File: src/rtl/seg_scan_ctrl.sv
// seg_scan_ctrl: accepts an 8-bit score over a valid/ready handshake, converts
// it to BCD with shift-and-add-3 and drives a 4-digit multiplexed,
// active-low 7-segment display.
//
// Parameters:
//   SCAN_DIV     clk_100Hz cycles each digit slot is held (1..255)
// Ports:
//   clk_100Hz    sole clock, rising edge
//   rst_n        asynchronous active-low reset
//   score_in     [7:0] unsigned score to display
//   score_valid  score_in offered, held stable until accepted
//   score_ready  block can accept a score this cycle (IDLE)
//   busy         binary-to-BCD conversion in progress (CONV)
//   a_to_g       [6:0] active-low segments, bit6=a .. bit0=g
//   an           [3:0] active-low one-hot digit enable, an[0]=units
// Build option:
//   SEG_BLINK_EN defined -> a changed committed value blinks the display for
//   a 64-cycle window (blank during window cycles 16..31 and 48..63).
module seg_scan_ctrl #(
  parameter int unsigned SCAN_DIV = 1
) (
  input  logic       clk_100Hz,
  input  logic       rst_n,
  input  logic [7:0] score_in,
  input  logic       score_valid,
  output logic       score_ready,
  output logic       busy,
  output logic [6:0] a_to_g,
  output logic [3:0] an
);

  localparam int unsigned BinW  = 8;
  localparam int unsigned BcdW  = 12;
  localparam int unsigned CntW  = 3;
  localparam int unsigned DivW  = 8;
  localparam int unsigned IdxW  = 2;
  localparam logic [6:0]  SegBl = 7'b1111111;

  typedef enum logic [1:0] {
    IDLE   = 2'd0,
    CONV   = 2'd1,
    COMMIT = 2'd2
  } state_e;

  state_e            state_q, state_d;
  logic [BinW-1:0]   bin_q, bin_d;
  logic [BcdW-1:0]   bcd_q, bcd_d;
  logic [CntW-1:0]   cnt_q, cnt_d;
  logic [BcdW-1:0]   disp_q, disp_d;
  logic [DivW-1:0]   div_q, div_d;
  logic [IdxW-1:0]   idx_q, idx_d;

  logic              load_c;
  logic              shift_c;
  logic              commit_c;
  logic [BcdW-1:0]   adj_c;
  logic [BcdW+BinW-1:0] sh_c;
  logic [6:0]        seg_c;
  logic [3:0]        an_c;

  // State register
  always_ff @(posedge clk_100Hz or negedge rst_n) begin
    if (!rst_n) state_q <= IDLE;
    else        state_q <= state_d;
  end

  // Next-state logic
  always_comb begin
    state_d = state_q;
    unique case (state_q)
      IDLE:    if (score_valid) state_d = CONV;
      CONV:    if (cnt_q == CntW'(7)) state_d = COMMIT;
      COMMIT:  state_d = IDLE;
      default: state_d = IDLE;
    endcase
  end

  // FSM outputs and datapath strobes
  always_comb begin
    score_ready = 1'b0;
    busy        = 1'b0;
    load_c      = 1'b0;
    shift_c     = 1'b0;
    commit_c    = 1'b0;
    unique case (state_q)
      IDLE: begin
        score_ready = 1'b1;
        load_c      = score_valid;
      end
      CONV: begin
        busy    = 1'b1;
        shift_c = 1'b1;
      end
      COMMIT:  commit_c = 1'b1;
      default: ;
    endcase
  end

  // Shift-and-add-3: correct each BCD nibble >= 5 before the left shift
  always_comb begin
    for (int n = 0; n < 3; n++) begin
      if (bcd_q[n*4 +: 4] >= 4'd5) adj_c[n*4 +: 4] = 4'(bcd_q[n*4 +: 4] + 4'd3);
      else                         adj_c[n*4 +: 4] = bcd_q[n*4 +: 4];
    end
    sh_c = {adj_c, bin_q} << 1;
  end

  // Conversion and display register next-state
  always_comb begin
    bin_d  = bin_q;
    bcd_d  = bcd_q;
    cnt_d  = cnt_q;
    disp_d = disp_q;
    if (load_c) begin
      bin_d = score_in;
      bcd_d = '0;
      cnt_d = '0;
    end else if (shift_c) begin
      bcd_d = sh_c[BcdW+BinW-1:BinW];
      bin_d = sh_c[BinW-1:0];
      cnt_d = CntW'(cnt_q + CntW'(1));
    end
    // Display only ever sees a finished conversion
    if (commit_c) disp_d = bcd_q;
  end

  // Digit scan divider, free-running
  always_comb begin
    div_d = div_q;
    idx_d = idx_q;
    if (div_q == DivW'(SCAN_DIV - 1)) begin
      div_d = '0;
      idx_d = IdxW'(idx_q + IdxW'(1));
    end else begin
      div_d = DivW'(div_q + DivW'(1));
    end
  end

  // Datapath registers
  always_ff @(posedge clk_100Hz or negedge rst_n) begin
    if (!rst_n) begin
      bin_q  <= '0;
      bcd_q  <= '0;
      cnt_q  <= '0;
      disp_q <= '0;
      div_q  <= '0;
      idx_q  <= '0;
    end else begin
      bin_q  <= bin_d;
      bcd_q  <= bcd_d;
      cnt_q  <= cnt_d;
      disp_q <= disp_d;
      div_q  <= div_d;
      idx_q  <= idx_d;
    end
  end

  function automatic logic [6:0] seg7(input logic [3:0] d);
    logic [6:0] s;
    unique case (d)
      4'd0:    s = 7'b0000001;
      4'd1:    s = 7'b1001111;
      4'd2:    s = 7'b0010010;
      4'd3:    s = 7'b0000110;
      4'd4:    s = 7'b1001100;
      4'd5:    s = 7'b0100100;
      4'd6:    s = 7'b0100000;
      4'd7:    s = 7'b0001111;
      4'd8:    s = 7'b0000000;
      4'd9:    s = 7'b0000100;
      default: s = SegBl;
    endcase
    return s;
  endfunction

  // Digit mux with leading-zero blanking
  always_comb begin
    seg_c = SegBl;
    unique case (idx_q)
      2'd0: seg_c = seg7(disp_q[3:0]);
      2'd1: seg_c = (disp_q[11:4] == 8'd0) ? SegBl : seg7(disp_q[7:4]);
      2'd2: seg_c = (disp_q[11:8] == 4'd0) ? SegBl : seg7(disp_q[11:8]);
      default: seg_c = SegBl;
    endcase
  end

`ifdef SEG_BLINK_EN
  logic [5:0] blink_cnt_q, blink_cnt_d;
  logic       blink_act_q, blink_act_d;

  // Blink window: restarted by any commit that changes the shown value
  always_comb begin
    blink_cnt_d = blink_cnt_q;
    blink_act_d = blink_act_q;
    if (blink_act_q) begin
      blink_cnt_d = 6'(blink_cnt_q + 6'd1);
      if (blink_cnt_q == 6'd63) blink_act_d = 1'b0;
    end
    if (commit_c && (bcd_q != disp_q)) begin
      blink_cnt_d = '0;
      blink_act_d = 1'b1;
    end
  end

  always_ff @(posedge clk_100Hz or negedge rst_n) begin
    if (!rst_n) begin
      blink_cnt_q <= '0;
      blink_act_q <= 1'b0;
    end else begin
      blink_cnt_q <= blink_cnt_d;
      blink_act_q <= blink_act_d;
    end
  end

  // Window cycles 16..31 and 48..63 have count bit 4 set
  always_comb begin
    an_c = ~(4'(4'b0001 << idx_q));
    if (blink_act_q && blink_cnt_q[4]) an_c = 4'b1111;
  end
`else
  always_comb an_c = ~(4'(4'b0001 << idx_q));
`endif

  assign a_to_g = seg_c;
  assign an     = an_c;

endmodule

File: config.mk
export PLATFORM = sky130hd
export DESIGN_NAME = seg_scan_ctrl
export DESIGN_NICKNAME = d
export VERILOG_FILES = /design/src/rtl/seg_scan_ctrl.sv
export SDC_FILE = /design/constraint.sdc
export NUM_CORES = 1
export LEC_CHECK = 0
export BUFFER_PORTS_ARGS = -buffer_cell sky130_fd_sc_hd__buf_2
export CAP_MARGIN = 10
export CORE_MARGIN = 8
export CORE_UTILIZATION = 45
export CTS_CLUSTER_SIZE = 30
export DETAILED_ROUTE_END_ITERATION = 8
export GPL_TIMING_DRIVEN = 0
export SYNTH_ARGS = -nofsm -noshare
export SYNTH_HDL_FRONTEND = slang
export SYNTH_SLANG_ARGS = --single-unit
File: constraint.sdc
create_clock -name clk_100Hz -period 4.3 [get_ports clk_100Hz]
set_input_delay 0.86 -clock clk_100Hz [delete_from_list [all_inputs] [get_ports clk_100Hz]]
set_output_delay 0.86 -clock clk_100Hz [all_outputs]
set_load 0.01 [all_outputs]
Word-level counts from Yosys, hierarchy flattened:

Memories as Yosys holds them, arrays and structs flattened.
Cells that the tools add are included.

* memories kept: 3
* input port bits: 11
* output and inout port bits: 13
* ROM bits: 336
* register bits: 47

* bitwise logic cells: 1
* eq/ne operators: 7
* reductions and logical operators: 7
* multiplexer cells: 20
* magnitude comparators: 3
* $add $sub $neg: 6
* shift operators: 1

Memory list
* (name not given): depth 16, width 7, rd ports 1, clocked after Yosys merged registers in 0, wr ports 0, RTL line 160 `unique case (d)`
* (name not given): depth 16, width 7, rd ports 1, clocked after Yosys merged registers in 0, wr ports 0, RTL line 160
* (name not given): depth 16, width 7, rd ports 1, clocked after Yosys merged registers in 0, wr ports 0, RTL line 160

Operators with widths (count)
* 12-bit 2-to-1 mux: 2
* 8-bit 2-to-1 mux: 3
* 7-bit one-hot mux with 3 select lines: 1
* 8-bit zero test: 2
* 7-bit 2-to-1 mux: 2
* 4-bit by 3-bit >= comparator with 1-bit output (second input constant): 3
* 3-bit 2-to-1 mux: 3
* 4-bit by 2-bit adder with 4-bit output (second input constant): 2
* 8-bit by 1-bit adder with 8-bit output (second input constant): 1
* 4-bit 2-to-1 mux: 2
* 2-bit by 1-bit == test with 1-bit output (second input constant): 2
* 2-bit == test (second input constant): 2
* 2-bit zero test: 2
* 4-bit zero test: 1
* 1-bit 2-to-1 mux: 4
* 2-bit 2-to-1 mux: 2
* 2-bit inequality test (second input constant): 2
* 4-bit inverter: 1
* 2-bit one-hot mux with 2 select lines: 1
* 1-bit by 2-bit left shift with 4-bit output (first input constant): 1
* 3-bit by 1-bit adder with 3-bit output (second input constant): 1
* 3-bit by 2-bit adder with 3-bit output (second input constant): 1
* 3-bit == test (second input constant): 1
* 2-bit by 1-bit adder with 2-bit output (second input constant): 1
* 2 further kinds: 2

Logic depth before layout (Yosys ltp):

Gate-level depths: netlist of run 1.

* depth after elaboration: 4
* mapped depth: 6

Least setup slack after synthesis of run 1:

Ideal clock, no wire load.

* path kind: register to output
* start: register disp_q[1]
* end: output a_to_g[3]
* data arrival time: 1590 ps
* path slack: 1850 ps
* stages on the path, launching flop included: 5
* cell sequence: dfrtp_1 -> or3b_1 -> a21oi_2 -> a21oi_1 -> or4_1

* word-level cells in the longest chain between the ends: 2

Ends and longest elaborated chain
* start, declared: RTL line 49 `logic [BcdW-1:0] disp_q, disp_d;`
* start signal, assigned: RTL line 152 `disp_q <= disp_d;`
* memory 16 x 7 bit
* 7-bit one-hot mux with 3 select lines: RTL line 179 `unique case (idx_q)`
* end, declared: RTL line 28 `output logic [6:0] a_to_g,`

No other way between the ends.

Worst setup path after layout of run 1:

* start: register disp_q[9]
* end: output a_to_g[3]

* word-level cells in the longest chain between the ends: 3
* elaborated cells between the ends (all ways): 6
* those cells by class: 3 x mux; 2 x reduce/logical; 1 x memory

Ends and longest elaborated chain (RTL line)
* memory 16 x 7 bit (tied with other cells)
* 7-bit 2-to-1 mux, on equally long branches: 182, 181
* 7-bit one-hot mux with 3 select lines (*): 179

Mark *: on every way between the ends. The rest lies on a longest branch, timed or not.

==> metrics.md, run 1 <==
| Metric | Value |
|---|---|
| Gr ovfl total | `0` |
| Cell Area, Synth | `0.00299 mm2` |
| Initial antenna violation count | `0` |
| Most common cell after layout, fill and taps aside | `dfrtp_1` |
| Initial DRT Pass Iterations | `4` |
| Most frequent cells in the layout | `47 x dfrtp_1, 44 x nand2_1, 34 x o21ai_0` |
| Sequential Power Share | `34.4%` |
| Syn Nets | `376` |
| Fmax | `325 MHz` |
| Synth Flop Type | `dfrtp_1` |
| CTS Root Cell | `clkbuf_8` |
| Post-CTS sizing | `0` |
| Status | `complete, no violations` |
| Worst skew pair latency | `300 ps` |
| DRC errors left | `0` |
| Die area | `0.00951 mm2` |
| Routed WL per cell | `14.2 um` |
| Gate power share | `52.6%` |
| IO Port Bufs | `23` |
| Max incr delay on CP | `490 ps` |
| Vias in the first global route | `2353` |
| Vias | `2386` |
| First-pass GRT wire length | `10900 um` |
| RSZ-0062 raised after global routing | `false` |
| Max clock buf depth | `2` |
| Largest family of logic cells by synthesized area | `simple AND/OR/NAND/NOR gates` |
| Total global-route track usage | `13.4%` |
| Setup TNS | `0 ps` |
| Share of cells above drive strength 1 | `11.5%` |
| TritonCTS Buffers | `5` |
| Crit. End Element | `primary output` |
| Final hold vios | `0` |
| Clock share of power | `13.0%` |
| Post-DR vias/cell | `5.41` |
| Final period util | `71.7%` |
| Nets@finish | `406` |
| Family with the most delay on the worst path | `compound AO/OA/AOI/OAI gates` |
| Final Wtd Congestion | `0.812` |
| WL final | `6270 um` |
| Startpoint types | `flip-flop` |
| Initial detailed-routing violation count | `98` |
| Starting Density | `46.8%` |
| Final setup viols | `0` |
| # IOs | `24` |
| Number of distinct library cells after synthesis | `44` |
| CTS sink count | `47` |
| Arr. time, crit path | `2220 ps` |
| Switch share | `43.2%` |
| Xor-xnor portion of the synthesized cell area | `3.81%` |
| Layout Skew | `5.90 ps` |
| Async SR Flop Fraction | `100%` |
| Worst EP required | `3440 ps` |
| #FFs+latches synth | `47` |
| Largest net degree at the start of global routing | `48` |
| Crit path cell chain | `inv_1 > ha_1 > nand4bb_1 > o32ai_1 > or4_1 > buf_2` |
| Met3 GRT Util | `2.77%` |
| GR met2 Demand/Resource | `21.1%` |
| Post-CTS Setup Repair Bufs | `0` |
| Synthesized area per cell | `8.95 um2` |
| Min Tclk post-route | `3080 ps` |
| Post-synth EDFFs | `0` |
| Worst-path clk slew | `80 ps` |
| Die width | `97.5 um` |
| Crit path max fanout | `6` |
| Worst Path Buf+Inv | `2` |
| CTS tree | `done` |
| Area grow syn2layout | `10.0%` |
| Final Util | `51.5%` |
| Actual slew at the worst max-slew pin | `1050 ps` |
| Max_cap viols | `0` |
| Core Region | `0.00639 mm2` |
| Post-synthesis mux area share | `1.00%` |
| H-tree Lvls | `2` |
| Cell internal pwr | `0.00118 W` |
| Diodes inserted | `0` |
| Leak | `1.51 nW` |
| Sw power | `0.000899 W` |
| Grt met1 use | `17.8%` |
| Synthesized-area fraction occupied by adder cells | `13.0%` |
| HP Class | `reg -> reg` |
| Cell Pwr Density | `632 mW/mm2` |
| Synth warn | `0` |
| Max VDD drop | `0.449 mV` |
| Max transition margin | `30.1%` |
| Setup CP Type | `reg -> out` |
| Row count | `29` |
| GR peak layer | `met2` |
| Syn Inst Count | `334` |
| Hold buffer count at cts | `0` |
| DP HPWL | `4640 um` |
| Register area share after synthesis | `39.3%` |
| Final Max Slew Viols | `0` |
| Post-route ant nets | `0` |
| Slowest stage cell, crit path | `o32ai_1` |
| Post-Synth Simple-Gate Area | `19.3%` |
| Synth Area in Compound Gates | `18.0%` |
| Chip height | `97.5 um` |
==> synth_stat cells (7+ instances only) <==
master	count	share of area [%]
clkbuf_1	11	1.4
inv_1	24	3.0
nor2_1	14	1.8
xnor2_1	9	2.6
o21ai_0	34	5.7
nand3_1	13	2.2
a21oi_1	24	4.0
a22oi_1	7	1.8
dfrtp_1	47	39
ha_1	31	13
nand2b_1	9	1.9
nand2_1	44	5.5
nor2b_1	11	2.3
==> area by class of cell <==
cell class / count / area (um2)
Clock inverter: 1 / 5.00
Multi-Input combinational cell: 247 / 1650
Tap cell: 77 / 96.3
Buffer: 15 / 72.6
Timing Repair Buffer: 23 / 115
Sequential cell: 47 / 1180
Inverter: 25 / 93.8
Fill cell: 625 / 3100
Clock buffer: 6 / 82.6
==> flip-flops by register name (all words and copies together), names as in the netlist <==
name / count
disp_q: 12
idx_q: 2
state_q: 2
cnt_q: 3
div_q: 8
bin_q: 8
bcd_q: 12
==> cell families after synthesis <==
family | Yosys count
AO/OA/AOI/OAI | 88
XOR/XNOR | 13
adder cells (fa/ha/maj) | 31
buffers and inverters | 40
flip-flops | 47
multiplexers | 3
AND/OR/NAND/NOR | 112
==> path summary, 6_finish.rpt <==
kind,endpoint,slack (ps),cells past startpoint,start
worst max-delay path,a_to_g[3],1220,6,disp_q[9]$_DFFE_PN0N_
worst min-delay path,div_q[7]$_DFF_PN0_,480,1,div_q[7]$_DFF_PN0_
worst max register to register,idx_q[1]$_DFFE_PN0N_,2480,5,div_q[0]$_DFF_PN0_
worst min register to register,div_q[7]$_DFF_PN0_,480,1,div_q[7]$_DFF_PN0_
max in group asynchronous,disp_q[10]$_DFFE_PN0N_,2910,1,rst_n
min in group asynchronous,idx_q[0]$_DFFE_PN0N_,740,1,rst_n
==> power groups by stage <==
stage | clock network, W | logic, W | registers [W]
4_1_cts | 0.000280 | 0.00110 | 0.000716
3_5_place_dp | 0 | 0.00110 | 0.000724
3_3_place_gp | 0 | 0.00108 | 0.000722
5_1_grt | 0.000295 | 0.00124 | 0.000743
6_report | 0.000270 | 0.00109 | 0.000716
2_1_floorplan | 0 | 0.000803 | 0.000688
==> layer usage <==
metal  share of wire (%)  wire length (um)
met5                   0                 0
met4                 1.2                77
met3                 3.1               196
met2                  45              2850
met1                  50              3150
==> through the flow <==
stage | setup WS (ps) | instance area (um2) | power (W) | hold slack (ps) | instances
after CTS | 1230 | 3290 | 0.00210 | 491 | 441
after floorplan | 1850 | 2990 | 0.00149 | 438 | 334
after global placement | 1550 | 3200 | 0.00180 | 458 | 434
after detailed placement | 1570 | 3200 | 0.00182 | 473 | 434
after global routing | 1040 | 3290 | 0.00228 | 521 | 441
final | 1220 | 3290 | 0.00208 | 478 | 441
No activity file was read; power rests on OpenSTA's default activity.
==> inputs of run 2 (changes only) <==
ABC_AREA = 1   (was not set)
PLACE_DENSITY = 0.65   (was not set)
clock period = 2.6 ns   (was 4.3 ns; I/O delays follow)
==> run 2 against run 1 <==
Effect of this change: die area is 2.4% higher; flip-flop and latch count stayed put; register-to-register slack worse by 1300 ps; clock skew grew 1.7 ps; sequential share of layout area decreased by 1.5 points; via count increased by 1.3%; wire length shrank 10%; critical path depth rose by 2; power grew 87%; critical endpoint unchanged.
==> metrics.md, run 2 <==
| Metric | Value |
|---|---|
| H-tree Lvls | `2 (unchanged)` |
| Post-CTS sizing | `0 (unchanged)` |
| Synth Flop Type | `dfrtp_1` |
| Vias in the first global route | `2352 (-0.042%)` |
| Share of cells above drive strength 1 | `17.3% (+5.8 points)` |
| First-pass GRT wire length | `10200 um (-6.5%)` |
| Number of distinct library cells after synthesis | `28 (-36%)` |
| CTS Root Cell | `clkbuf_8` |
| Initial detailed-routing violation count | `91 (-7.1%)` |
| Count leader, synth | `nand2_1` |
| HP Class | `in -> async` |
| Post-synth EDFFs | `0 (unchanged)` |
| Setup TNS | `0 ps (unchanged)` |
| CTS tree | `done` |
| Worst Path Buf+Inv | `2 (unchanged)` |
| Layout Skew | `7.62 ps (+1.72 ps)` |
| Syn Inst Count | `390 (+17%)` |
| Area grow syn2layout | `11.4%` |
| Startpoint types | `flip-flop` |
| Crit path cell chain | `inv_1 > ha_1 > nand2_1 > nand3_1 > nand2_1 > o21ai_0 > nand3_1 > buf_2` |
| Max transition margin | `31.2% (+1.2 points)` |
| Fmax | `442 MHz` |
| Vias | `2418 (+1.3%)` |
| Leak | `1.83 nW (+21%)` |
| Met2 Wirelength | `2430 um (-15%)` |
| Crit. End Element | `primary output` |
| Largest registers | `bcd_q: 12 flops, disp_q: 12 flops` |
| DP HPWL | `4310 um (-7.1%)` |
| Die area | `0.00974 mm2 (+2.4%)` |
| Hold buffer count at cts | `0 (unchanged)` |
| Final Wtd Congestion | `0.810 (-0.32%)` |
| CTS sink count | `47 (unchanged)` |
| Final hold vios | `0 (unchanged)` |
| Initial DRT Pass Iterations | `5 (+1)` |
| #FFs+latches synth | `47 (unchanged)` |
| Top cell type by total area after synthesis | `dfrtp_1` |
| Cell Pwr Density | `1130 mW/mm2 (+79%)` |
| Final period util | `87.0%` |
| Setup CP Type | `reg -> out` |
| Hold Worst Slack | `388 ps (-90.4 ps)` |
| Arr. time, crit path | `1740 ps (-480 ps)` |
| Synth area leaders | `dfrtp_1 38%, ha_1 13%, nand2_1 11%` |
| Die width | `98.7 um (+1.2%)` |
| Post-route cell area | `0.00343 mm2 (+4.3%)` |
| Status | `complete, no violations` |
| Register area share after synthesis | `38.2% (-1.1 points)` |
| Worst EP required | `2080 ps (-1360 ps)` |
| Max_cap viols | `0 (unchanged)` |
| WL met3 | `205 um (+4.6%)` |
| Max incr delay on CP | `460 ps (-30 ps)` |
| Max clock buf depth | `2 (unchanged)` |
| Chip height | `98.7 um (+1.2%)` |
| Routed WL per cell | `11.3 um (-21%)` |
| Diodes inserted | `0 (unchanged)` |
| Starting Density | `45.8% (-1.0 points)` |
| Row count | `30 (+3.4%)` |
| WL final | `5640 um (-10%)` |
| DRC errors left | `0 (unchanged)` |
| Initial antenna violation count | `0 (unchanged)` |
| Nets@finish | `462 (+14%)` |
| Max layer used | `met4` |
| Fin cells | `501 (+14%)` |
| Final Max Slew Viols | `0 (unchanged)` |
| Gr ovfl total | `0 (unchanged)` |
| Worst skew pair latency | `300 ps (about the same)` |
| Async SR Flop Fraction | `100% (unchanged)` |
| Post-DR vias/cell | `4.83 (-11%)` |
| Post-CTS Setup Repair Bufs | `0 (unchanged)` |
| TritonCTS Buffers | `5 (unchanged)` |
| Synth warn | `0 (unchanged)` |
| Total chip power | `0.00389 W (+87%)` |
| Actual slew at the worst max-slew pin | `1030 ps (-17.3 ps)` |
| Largest net degree at the start of global routing | `48 (unchanged)` |
| Family with the most delay on the worst path | `flip-flops` |
| Worst-path clk slew | `90 ps (about the same)` |
| Slowest stage cell, crit path | `dfrtp_1` |
| IO Port Bufs | `23 (unchanged)` |
| Final setup viols | `0 (unchanged)` |
| Placed cells | `493 (+14%)` |
| Synthesized area per cell | `7.89 um2 (-12%)` |
| # IOs | `24 (unchanged)` |
| Core Region | `0.00672 mm2 (+5.2%)` |
| Total global-route track usage | `12.3% (-1.2 points)` |
| Syn Nets | `432 (+15%)` |
| Post-route ant nets | `0 (unchanged)` |
| Synth top area share | `38.2% (-1.1 points)` |
| Most common cell after layout, fill and taps aside | `nand2_1` |
| Crit path max fanout | `5 (-1)` |
| Cell Area, Synth | `0.00308 mm2 (+2.9%)` |
| Min Tclk post-route | `2260 ps` |
| Placed inst area | `0.00329 mm2 (+2.9%)` |
| Most frequent cells in the layout | `88 x nand2_1, 63 x inv_1, 47 x dfrtp_1` |
| Synth cell count leaders | `88 x nand2_1, 63 x inv_1, 47 x dfrtp_1` |
| Met1 Routed Length | `2930 um (-7.1%)` |
| Max VDD drop | `0.641 mV (+43%)` |
| RSZ-0062 raised after global routing | `false` |
## run 2: kinds of logic (layout without fill, tap and decap cells)
kind of cell    after synthesis  after routing  share of synthesized area [%]
compound gates               67             67                           13.8
xor+xnor                      5              5                           1.42
fa+ha+maj                    31             31                           12.6
buf+inv                      77            108                           11.1
flops                        47             47                           38.2
simple gates                163            163                           22.9
## run 2: area by class of cell
type | count | area, um2
Timing Repair Buffer | 23 | 115
Multi-Input combinational cell | 266 | 1560
Fill cell | 648 | 3290
Sequential cell | 47 | 1180
Inverter | 69 | 259
Clock buffer | 5 | 68.8
Buffer | 8 | 81.3
Tap cell | 80 | 100
Clock inverter | 3 | 67.6
## run 2: stage by stage
stage,worst slack [ps],utilization (%)
global placement,682,49.0
detailed placement,662,49.0
floorplan,887,-
global route,151,51.0
finish,338,51.0
CTS,324,51.0
## run 2: routing by layer
metal / track usage (%) / vias up
met2: 20.0 / 44
met1: 15.8 / 1077
li1: - / 1291
met5: 0 / -
met4: 4.25 / 0
met3: 2.47 / 6
## run 2: final timing paths
check,from,cells past startpoint,slack [ps],end
worst max register to register,bcd_q[4]$_DFFE_PN0P_,7,1210,bcd_q[6]$_DFFE_PN0P_
worst max-delay path,disp_q[4]$_DFFE_PN0N_,8,340,a_to_g[3]
worst min register to register,cnt_q[0]$_DFFE_PN0P_,1,490,cnt_q[0]$_DFFE_PN0P_
min in group clk_100Hz,score_in[2],3,420,bin_q[2]$_DFFE_PN0P_
worst min-delay path,rst_n,1,390,div_q[0]$_DFF_PN0_
max in group asynchronous,rst_n,1,1570,disp_q[7]$_DFFE_PN0N_
## run 2: report_power, final
part	internal, W	leakage [nW]	switching [W]	total [W]
clock	0.000383	0.0644	0.000249	0.000633
sequential	0.00100	0.595	0.000228	0.00123
combinational	0.000792	1.17	0.00123	0.00203
total	0.00217	1.83	0.00171	0.00389
==> inputs of run 3 (changes only) <==
ABC_AREA = not set   (was 1)
==> run 3 against run 2 <==
Effect of this change: worst hold slack improved by 8.8 ps; flip-flop and latch count is the same; die area shrank 2.4%; largest power group unchanged; highest routed layer unchanged; final cell count fell by 10%; via count down 1.6%.
==> metrics.md, run 3 (same netlist as run 1, synthesis figures left out) <==
| Metric | Value |
|---|---|
| Status | `complete, no violations` |
| Most common cell after layout, fill and taps aside | `dfrtp_1` |
| CTS Root Cell | `clkbuf_8` |
| Initial detailed-routing violation count | `71 (-22%)` |
| Final hold vios | `0 (unchanged)` |
| Post-DR vias/cell | `5.27 (+9.3%)` |
| TritonCTS Buffers | `5 (unchanged)` |
| Vias in the first global route | `2355 (+0.13%)` |
| Post-route cell area | `0.00343 mm2 (unchanged)` |
| Routed WL per cell | `13.8 um (+23%)` |
| Actual slew at the worst max-slew pin | `1020 ps (-15.9 ps)` |
| Cell Pwr Density | `1060 mW/mm2 (-6.5%)` |
| Setup ws final | `37.4 ps (-300 ps)` |
| Worst EP required | `2080 ps (about the same)` |
| Share of cells above drive strength 1 | `17.9% (+0.57 points)` |
| Met3 GRT Util | `3.34% (+0.88 points)` |
| Worst R2R Start | `div_q[0]$_DFF_PN0_` |
| First-pass GRT wire length | `10900 um (+7.0%)` |
| Most frequent cells in the layout | `46 x dfrtp_1, 44 x nand2_1, 32 x o21ai_0` |
| Vias | `2379 (-1.6%)` |
| Nets@finish | `415 (-10%)` |
| Total global-route track usage | `13.3% (+1.1 points)` |
| DP HPWL | `4420 um (+2.6%)` |
| DRC errors left | `0 (unchanged)` |
| Row count | `29 (-3.3%)` |
| Gr ovfl total | `0 (unchanged)` |
| WL final | `6220 um (+10%)` |
| Final Max Slew Viols | `0 (unchanged)` |
| CTS tree | `done` |
| Initial DRT Pass Iterations | `4 (-1)` |
| Die width | `97.5 um (-1.2%)` |
| Grt met1 use | `18.0% (+2.2 points)` |
| Largest net degree at the start of global routing | `48 (unchanged)` |
| H-tree Lvls | `2 (unchanged)` |
| Placed inst area | `0.00320 mm2 (-2.8%)` |
| Final Wtd Congestion | `0.804 (-0.63%)` |
| Core Region | `0.00639 mm2 (-5.0%)` |
| Final period util | `98.6% (+12 points)` |
| Worst skew pair latency | `300 ps (about the same)` |
| Die area | `0.00951 mm2 (-2.4%)` |
| GR peak layer | `met2` |
| Layout Skew | `8.19 ps (+0.571 ps)` |
| Reg-to-reg setup timing slack | `790 ps (-420 ps)` |
| Initial antenna violation count | `0 (unchanged)` |
| Crit. End Element | `primary output` |
| Post-route ant nets | `0 (unchanged)` |
| # fillers | `591 (-8.8%)` |
| Max_cap viols | `0 (unchanged)` |
| Diodes inserted | `0 (unchanged)` |
| GR met2 Demand/Resource | `20.1% (+0.13 points)` |
| Arr. time, crit path | `2040 ps (+300 ps)` |
| Hold Worst Slack | `397 ps (+8.76 ps)` |
| Setup CP Type | `reg -> out` |
| Starting Density | `46.8% (+1.0 points)` |
| HP Class | `in -> async` |
| Fin cells | `451 (-10%)` |
| Leak | `1.58 nW (-14%)` |
| CTS sink count | `47 (unchanged)` |
| Max transition margin | `32.3% (+1.1 points)` |
| Placed cells | `434 (-12%)` |
| Max clock buf depth | `2 (unchanged)` |
| Crit path max fanout | `4 (-1)` |
| Fmax | `390 MHz (-12%)` |
| # IOs | `24 (unchanged)` |
| Max VDD drop | `0.866 mV (+35%)` |
| Total chip power | `0.00364 W (-6.5%)` |
| Worst slack at placement | `237 ps (-424 ps)` |
| Chip height | `97.5 um (-1.2%)` |
| Worst-path clk slew | `90 ps (about the same)` |
| Largest registers | `bcd_q: 12 flops, disp_q: 12 flops` |
| Crit path to | `a_to_g[3]` |
| Final setup viols | `0 (unchanged)` |
| Worst R2R End | `idx_q[1]$_DFFE_PN0N_` |
| Crit path from | `disp_q[2]$_DFFE_PN0N_` |
| Area grow syn2layout | `14.7%` |
| RSZ-0062 raised after global routing | `true` |
| R2r worst-path depth | `5 (-2)` |
| Min Tclk post-route | `2560 ps (+300 ps)` |
| IO Port Bufs | `23 (unchanged)` |
| Startpoint types | `flip-flop` |
## run 3: changes by cell type in the layout (fill, tap and decap cells not counted), moves of 9 or more
cell	previous run	this run
inv_1	63	21
nand2_1	88	44
clkbuf_1	0	10
o21ai_2	12	0
nand3_1	24	13
nor2b_1	0	11
nor2_1	30	13
a21oi_1	9	23
xnor2_1	0	9
nand2_2	10	0
o21ai_0	18	32
o21ai_1	12	2
## run 3: routing by layer
layer	up-vias	wire length, um
li1	1225	-
met1	1103	3110
met2	40	2730
met3	11	248
met4	0	138
met5	-	0
## run 3: report_power, final
| part | leakage, nW | switching, W | internal, W |
|---|---|---|---|
| sequential | 0.619 | 0.000225 | 0.000962 |
| clock | 0.0483 | 0.000246 | 0.000189 |
| combinational | 0.910 | 0.00108 | 0.000937 |
## run 3: area by class of cell
type | instances | area (um2) | share of cell area [%]
Timing Repair Buffer | 33 | 196 | 5.73
Clock inverter | 3 | 18.8 | 0.547
Sequential cell | 47 | 1180 | 34.3
Clock buffer | 5 | 68.8 | 2.01
Inverter | 25 | 93.8 | 2.74
Tap cell | 77 | 96.3 | 2.81
Multi-Input combinational cell | 247 | 1710 | 49.8
Buffer | 14 | 68.8 | 2.01
## run 3: worst min-delay path by stage
stage,startpoint,end,slack [ps],cells after the start
after floorplan,rst_n,bcd_q[0]$_DFFE_PN0P_,220,0
after global placement,div_q[7]$_DFF_PN0_,div_q[7]$_DFF_PN0_,460,1
after detailed placement,div_q[7]$_DFF_PN0_,div_q[7]$_DFF_PN0_,470,1
after CTS,rst_n,bcd_q[2]$_DFFE_PN0P_,430,1
after global routing,rst_n,bcd_q[2]$_DFFE_PN0P_,490,1
final,rst_n,bcd_q[2]$_DFFE_PN0P_,400,1
## run 3: critical path: stages (launching register included)
cell and delay (ps):
dfrtp_1 420, or3b_4 420, a21oi_4 200, a21oi_2 50, or4_1 500, buf_2 150
## run 3: through the flow
step | utilization [%] | setup TNS [ps]
after floorplan | - | 0
after global placement | 50.1 | 0
after detailed placement | 50.1 | 0
after CTS | 52.4 | 0
after global routing | 53.7 | -40.1
final | 53.7 | 0
## run 3: timing repair
item,4_1_cts,5_1_grt
hold endpoints to repair,0,0
buffers inserted,4,6
pin swaps,2,2
setup endpoints to repair,5,7
resized for setup,4,16
hold buffers,0,0
